--- config.mk ---
export PLATFORM = sky130hd
export DESIGN_NAME = crc_lfsr_serializer
export DESIGN_NICKNAME = d
export VERILOG_FILES = /design/src/rtl/crc_pkg.sv /design/src/rtl/crc_bit_counter.sv /design/src/rtl/crc_lfsr_serializer.sv
export SDC_FILE = /design/constraint.sdc
export NUM_CORES = 1
export LEC_CHECK = 0
export CAP_MARGIN = 20
export CORE_MARGIN = 2
export CORE_UTILIZATION = 50
export CTS_BUF_LIST = sky130_fd_sc_hd__clkbuf_8 sky130_fd_sc_hd__clkbuf_16
export CTS_CLUSTER_DIAMETER = 200
export DETAILED_ROUTE_END_ITERATION = 8
export GPL_TIMING_DRIVEN = 0
export PLACE_DENSITY = 0.75
export SKIP_CTS_REPAIR_TIMING = 1
export SLEW_MARGIN = 30
export SYNTH_ARGS = -nofsm -noshare
export SYNTH_HDL_FRONTEND = slang
export SYNTH_SLANG_ARGS = --single-unit
export TNS_END_PERCENT = 5
--- constraint.sdc ---
create_clock -name clk -period 2.22 [get_ports clk]
set_input_delay 0.444 -clock clk [delete_from_list [all_inputs] [get_ports clk]]
set_output_delay 0.444 -clock clk [all_outputs]
set_load 0.1 [all_outputs]
--- src/rtl/crc_pkg.sv ---
// Shared constants and state encoding for the serial CRC LFSR serializer.
package crc_pkg;

  typedef enum logic [1:0] {
    ST_IDLE  = 2'd0,
    ST_CALC  = 2'd1,
    ST_SHIFT = 2'd2
  } state_e;

  localparam int unsigned DEFAULT_WIDTH = 8;
  localparam logic [7:0]  DEFAULT_SEED  = 8'hD8;
  localparam logic [7:0]  DEFAULT_POLY  = 8'b0100_0100;

  // Counter width large enough to reach WIDTH-1, never narrower than one bit.
  function automatic int unsigned cnt_width(input int unsigned w);
    return (w > 1) ? $clog2(w) : 1;
  endfunction

endpackage

--- src/rtl/crc_bit_counter.sv ---
// Counts emitted CRC bits; last flags the final bit of a frame.
module crc_bit_counter
  import crc_pkg::*;
#(
  parameter int unsigned WIDTH = DEFAULT_WIDTH
) (
  input  logic clk,
  input  logic reset_n,
  input  logic en,
  input  logic clr,
  output logic last
);

  localparam int unsigned CW = cnt_width(WIDTH);

  logic [CW-1:0] count_q, count_d;

  // Clear wins over increment so the final bit returns the count to zero.
  always_comb begin
    count_d = count_q;
    if (clr) begin
      count_d = '0;
    end else if (en) begin
      count_d = count_q + CW'(1);
    end
  end

  always_ff @(posedge clk or negedge reset_n) begin
    if (!reset_n) begin
      count_q <= '0;
    end else begin
      count_q <= count_d;
    end
  end

  assign last = (count_q == CW'(WIDTH - 1));

endmodule

--- src/rtl/crc_lfsr_serializer.sv ---
// Serial CRC: absorbs message bits into an LFSR, then shifts the CRC out LSB first.
module crc_lfsr_serializer
  import crc_pkg::*;
#(
  parameter int unsigned      WIDTH = DEFAULT_WIDTH,
  parameter logic [WIDTH-1:0] SEED  = DEFAULT_SEED,
  parameter logic [WIDTH-1:0] POLY  = DEFAULT_POLY
) (
  input  logic clk,
  input  logic reset_n,
  input  logic data_in,
  input  logic active,
  output logic crc_out,
  output logic valid,
  output logic busy
);

  state_e           state_q, state_d;
  logic [WIDTH-1:0] lfsr_q, lfsr_d;
  logic             crc_out_q, crc_out_d;
  logic             valid_q, valid_d;
  logic             busy_q, busy_d;
  logic             fb;
  logic [WIDTH-1:0] absorbed;
  logic             cnt_en, cnt_clr, cnt_last;

  crc_bit_counter #(
    .WIDTH (WIDTH)
  ) u_bit_counter (
    .clk     (clk),
    .reset_n (reset_n),
    .en      (cnt_en),
    .clr     (cnt_clr),
    .last    (cnt_last)
  );

  // One Galois-style absorb step of the current message bit.
  always_comb begin
    fb       = data_in ^ lfsr_q[0];
    absorbed = {fb, lfsr_q[WIDTH-1:1] ^ (POLY[WIDTH-2:0] & {(WIDTH-1){fb}})};
  end

  always_comb begin
    state_d   = state_q;
    lfsr_d    = lfsr_q;
    crc_out_d = 1'b0;
    valid_d   = 1'b0;
    cnt_en    = 1'b0;
    cnt_clr   = 1'b0;

    unique case (state_q)
      ST_IDLE: begin
        if (active) begin
          lfsr_d  = absorbed;
          state_d = ST_CALC;
        end else begin
          lfsr_d = SEED;
        end
      end
      ST_CALC: begin
        if (active) begin
          lfsr_d = absorbed;
        end else begin
          state_d = ST_SHIFT;
        end
      end
      ST_SHIFT: begin
        // Message inputs are ignored here so the finished CRC stays intact.
        crc_out_d = lfsr_q[0];
        valid_d   = 1'b1;
        lfsr_d    = {1'b0, lfsr_q[WIDTH-1:1]};
        cnt_en    = 1'b1;
        if (cnt_last) begin
          state_d = ST_IDLE;
          lfsr_d  = SEED;
          cnt_clr = 1'b1;
        end
      end
      default: begin
        state_d = ST_IDLE;
        lfsr_d  = SEED;
      end
    endcase

    busy_d = (state_d != ST_IDLE);
  end

  always_ff @(posedge clk or negedge reset_n) begin
    if (!reset_n) begin
      state_q   <= ST_IDLE;
      lfsr_q    <= SEED;
      crc_out_q <= 1'b0;
      valid_q   <= 1'b0;
      busy_q    <= 1'b0;
    end else begin
      state_q   <= state_d;
      lfsr_q    <= lfsr_d;
      crc_out_q <= crc_out_d;
      valid_q   <= valid_d;
      busy_q    <= busy_d;
    end
  end

  assign crc_out = crc_out_q;
  assign valid   = valid_q;
  assign busy    = busy_q;

endmodule

==> results_dict.tcl, run 1 <==
set metrics [dict create \
    tightest_slew_ps 962.2 \
    worstSetupStartpointType "flop" \
    synth_edf_count 0 \
    r2r_cells 5 \
    maxCapViolCount 0 \
    finalCritPeriodShare_pct 96.32 \
    finalMaxSlewViolations 0 \
    r2r_start "u_bit_counter.count_q[0]" \
    ir_drop_uv 993.8 \
    min_path_cells 1 \
    crit_arrival_ps 1690 \
    p_leak_nw 0.4064 \
    postSynthAreaPerCell_um2 12.42 \
    worstSkewPairLatency_ps 250 \
    cts_tree "built" \
    synth_most_common_cell "dfrtp_1" \
    drt_iter0_drc 14 \
    route.antenna.remaining_nets 0 \
    place_congestion 0.7280 \
    antenna_cells 0 \
    path_cells "clkdlybuf4s50_1" \
    grt-ovfl-total 0 \
    grt_usage_pct 17.32 \
    critical_path_class "reg2out" \
    clk_pin_slew_worst_paths_ps 60 \
    end_kind "output pin" \
    finalSetupViolations 0 \
    min_period_ps 2138 \
    grt_pass1_vias 512 \
    hold_violations 0 \
    dr_total_vias 544 \
    relSlewSlack_pct 35.65 \
    cts_root_buffer "clkbuf_8" \
    synth_area_um2 819.5 \
    reg2reg_slack_ps 530 \
    grt_max_degree 17 \
    min-delay-path-class "reg2reg" \
    syn_nets 73 \
    drt_pass1_iterations 4 \
    path_buf_inv 1 \
    h-tree-depth 1 \
    crit_fanout 1 \
    yosys.area.top_type "dfrtp_1" \
    powerDensity_nw_per_um2 1488 \
    rsz0062_at_grt "no" \
    required_ps 1780 \
    post-route-util_pct 62.64 \
    route.detailed.wl_per_inst_um 15.04 \
    antenna_found_initial 0 \
    avgViaCountPerCell 5.913 \
    synth-seq-cells 16 \
    max_freq_ghz 0.4677 \
    synth.distinct_cells 31 \
    hpwl_um 970.6 \
    die_w_um 44.49 \
    cpPeakStageDelay_ps 1120 \
    fin_worst_skew_ps 4.162 \
    io_buffers 6 \
    ys_seq_area_share_pct 49.47 \
    area_growth_pct 16.49 \
    wl_um 1384 \
    start_util_pct 53.78 \
    cp_top_family "buffers and inverters" \
    cp-startpoint "crc_out" \
    r2r-end "lfsr_q[3]" \
    cts_sinks 16 \
    async_flop_share_pct 100.0 \
    placementRows 14 \
    hold_start "u_bit_counter.count_q[0]" \
    yosysTopAreaCellShare_pct 36.64 \
    synthTopCellsByCount "dfrtp_1, clkbuf_1, dfstp_2" \
    ys_warn_count 0 \
    route.detailed.drc 0 \
    numCtsBuffers 3 \
    core_area_um2 1524 \
    grt_pass1_wl_um 2401 \
    syn_inst 66 \
    ys.flop_type "dfrtp_1" \
    critical_path.slowest_cell "clkdlybuf4s50_1" \
    synth_area_leaders "dfrtp_1, dfstp_2, ha_1" \
    fp.dieArea_um2 1979 \
    cp.depth 1 \
    nets 84 \
    outcome "finished, final reports clean" \
    drive_gt1_share_pct 19.74 \
    setup_tns_ps 0 \
    die_y_um 44.49 \
    holdPathEnd "u_bit_counter.count_q[0]" \
    ios 7 \
    clockBufferDepth 2 \
]
where the power goes:
group | leakage (nW) | internal [mW] | total (mW) | switching (mW)
clock network | 0.0288 | 0.157 | 0.258 | 0.100
registers | 0.193 | 0.445 | 0.548 | 0.103
logic | 0.185 | 0.294 | 0.615 | 0.321
placed cells by master (no fill, tap or decap), types with 2 or more instances in the layout:
master	count
a211oi_1	2
and4bb_2	2
clkbuf_1	4
clkbuf_8	4
clkdlybuf4s50_1	6
dfrtp_1	12
dfstp_2	4
ha_1	3
inv_1	2
mux2_2	2
nand2_1	2
nand2b_1	3
nand3b_1	2
nor2b_1	3
nor4b_1	3
o21ai_0	2
o221a_1	2
o221ai_1	2
or3b_1	2
flip-flops by register name (all words and copies together), names as in the netlist:
register and cells:
lfsr_q 8, crc_out 1, state_q 2, valid 1, u_bit_counter.count_q 3, busy 1
layer usage:
metal	track usage, %	share of wire [%]	up-vias
met5	0	0	-
met2	24.93	47	9
met3	2.449	2.1	5
met4	12.73	3.0	0
li1	-	-	265
met1	23.56	48	265
kinds of logic (layout without fill, tap and decap cells):
kind of cell,Yosys count,in the layout,synth area share [%]
xor+xnor,3,3,6.717
mux,3,3,3.969
fa+ha+maj,3,3,4.581
buf+inv,7,17,3.358
compound gates,10,10,10.23
simple gates,24,24,21.68
flops,16,16,49.47
per-stage QoR:
stage | area, um^2 | cells | hold WS, ps | power [mW] | setup WS [ps]
final | 954.7 | 92 | 495.4 | 1.421 | 81.73
after global routing | 954.7 | 92 | 520.2 | 1.519 | 47.19
after CTS | 954.7 | 92 | 498.2 | 1.430 | 70.57
after detailed placement | 899.6 | 88 | 484.8 | 1.172 | 344.7
after global placement | 899.6 | 88 | 470.4 | 1.151 | 353.3
after floorplan | 819.5 | 66 | 148.4 | 1.027 | 638.0
worst max path at each step:
stage                     slack (ps)   endpoint
after detailed placement         340    crc_out
final                             80    crc_out
after global routing              50    crc_out
after CTS                         70    crc_out
after global placement           350    crc_out
after floorplan                  640  lfsr_q[3]
cell type report:
cell class	instances	area [um^2]
inverter	2	7.507
multi-input combinational	43	386.6
timing repair buffer	6	60.06
tap	16	20.02
sequential	16	405.4
buffer	5	20.02
fill	119	569.3
clock buffer	4	55.05
(Power assumes the default switching activity.)
==> inputs of run 2 (changes only) <==
--- a/config.mk
+++ b/config.mk
@@ -6,7 +6,6 @@
 export NUM_CORES = 1
 export LEC_CHECK = 0
 export CAP_MARGIN = 20
-export CORE_MARGIN = 2
 export CORE_UTILIZATION = 50
 export CTS_BUF_LIST = sky130_fd_sc_hd__clkbuf_8 sky130_fd_sc_hd__clkbuf_16
 export CTS_CLUSTER_DIAMETER = 200
==> run 2 against run 1 <==
Net effect: sequential share of layout area is the same; clock skew shrank 2.3 ps; routed wire length shrank 0.36%; sequential power is essentially flat; critical path depth is the same; total power is essentially flat; final area is the same; die area shrank 8.8%; fmax grew 0.16%; critical endpoint unchanged; largest cell class unchanged.
==> results_dict.tcl, run 2 (synthesized netlist as in run 1, its figures left out) <==
set metrics [dict create \
    drive_gt1_share_pct 19.74 \
    dr_total_vias 526 \
    setup_tns_ps 0 \
    critical_path.slowest_cell "clkdlybuf4s50_1" \
    final_common_cell "dfrtp_1" \
    finalMaxSlewViolations 0 \
    regMostFlops "lfsr_q" \
    ios 7 \
    avgViaCountPerCell 5.717 \
    drt_iter0_drc 7 \
    start_util_pct 53.78 \
    hold_violations 0 \
    fp.dieArea_um2 1805 \
    route.detailed.drc 0 \
    outcome "finished, final reports clean" \
    drt_pass1_iterations 4 \
    crit_arrival_ps 1690 \
    max_freq_ghz 0.4684 \
    min-delay-path-class "reg2reg" \
    p_leak_nw 0.4064 \
    fillers 129 \
    clockBufferDepth 2 \
    r2r_cells 5 \
    nets 84 \
    reg.largest.list "lfsr_q (8), u_bit_counter.count_q (3), state_q (2)" \
    worstSkewPairLatency_ps 250 \
    grt_usage_pct 18.57 \
    r2r_start "u_bit_counter.count_q[0]" \
    cts_tree "built" \
    detailed_place.area_um2 899.6 \
    die_w_um 42.49 \
    min_period_ps 2135 \
    area_growth_pct 16.49 \
    cts_sinks 16 \
    setup_slack_ps 85.07 \
    ir_drop_uv 673.2 \
    r2r-end "lfsr_q[3]" \
    reg2reg_slack_ps 510 \
    core_area_um2 1524 \
    post-place-cells 88 \
    worstSetupStartpointType "flop" \
    instances_no_fill 92 \
    min_path_cells 1 \
    holdPathEnd "u_bit_counter.count_q[0]" \
    end_kind "output pin" \
    wl_um 1379 \
    cpPeakStageDelay_ps 1120 \
    placementRows 14 \
    route.antenna.remaining_nets 0 \
    critical_path_class "reg2out" \
    largest_reg_flops 8 \
    hpwl_um 949 \
    h-tree-depth 1 \
    pre_cts_slack_ps 348.9 \
    finalCritPeriodShare_pct 96.17 \
    rsz0062_at_grt "no" \
    whs_ps 482.1 \
    route.detailed.wl_per_inst_um 14.99 \
    path_cells "clkdlybuf4s50_1" \
    cts_root_buffer "clkbuf_8" \
    die_y_um 42.49 \
    grt_pass1_wl_um 2408 \
    cp_top_family "buffers and inverters" \
    hold_start "u_bit_counter.count_q[0]" \
    relSlewSlack_pct 36.01 \
    numCtsBuffers 3 \
    post-route-util_pct 62.64 \
    required_ps 1780 \
    maxCapViolCount 0 \
    antenna_found_initial 0 \
    totalPowerFinal_mw 1.420 \
    mostFrequentLayoutCells "dfrtp_1, clkdlybuf4s50_1, clkbuf_1, clkbuf_8, dfstp_2" \
    grt-ovfl-total 0 \
    grt_pass1_vias 519 \
    powerDensity_nw_per_um2 1487 \
    finalSetupViolations 0 \
    fin_area_um2 954.7 \
    tightest_slew_ps 956.9 \
    fin_worst_skew_ps 1.868 \
    path_buf_inv 1 \
    place_congestion 0.7454 \
    grt_max_degree 17 \
    clk_pin_slew_worst_paths_ps 60 \
    crit_fanout 1 \
    io_buffers 6 \
    antenna_cells 0 \
]
## run 2: cell counts in the layout (fill, tap and decap cells not counted)
Identical to the previous run, type by type.
## run 2: area by class of cell
type                       count  area, um^2  share of cell area (%)
tap                           16       20.02                   2.097
multi-input combinational     43       386.6                   40.50
timing repair buffer           6       60.06                   6.291
buffer                         5       20.02                   2.097
inverter                       2       7.507                  0.7864
clock buffer                   4       55.05                   5.767
sequential                    16       405.4                   42.46
## run 2: power by group
group          internal (mW)  switching [mW]  total [mW]  leakage [nW]
registers              0.445           0.104       0.549         0.193
clock network          0.157           0.101       0.258        0.0288
logic                  0.295           0.318       0.613         0.185
total                  0.897           0.523        1.42         0.406
## run 2: routing by layer
metal / track usage (%) / vias up / share of wire, %
met5: 0 / - / 0
met3: 3.879 / 4 / 2.8
met1: 26.33 / 249 / 53
met2: 25.85 / 11 / 42
li1: - / 262 / -
met4: 11.25 / 0 / 2.0
## run 2: worst max-delay path by stage
stage,startpoint,to,cells past startpoint
6_report,crc_out,crc_out,1
2_1_floorplan,u_bit_counter.count_q[0],lfsr_q[3],5
3_5_place_dp,crc_out,crc_out,1
4_1_cts,crc_out,crc_out,1
3_3_place_gp,crc_out,crc_out,1
5_1_grt,crc_out,crc_out,1
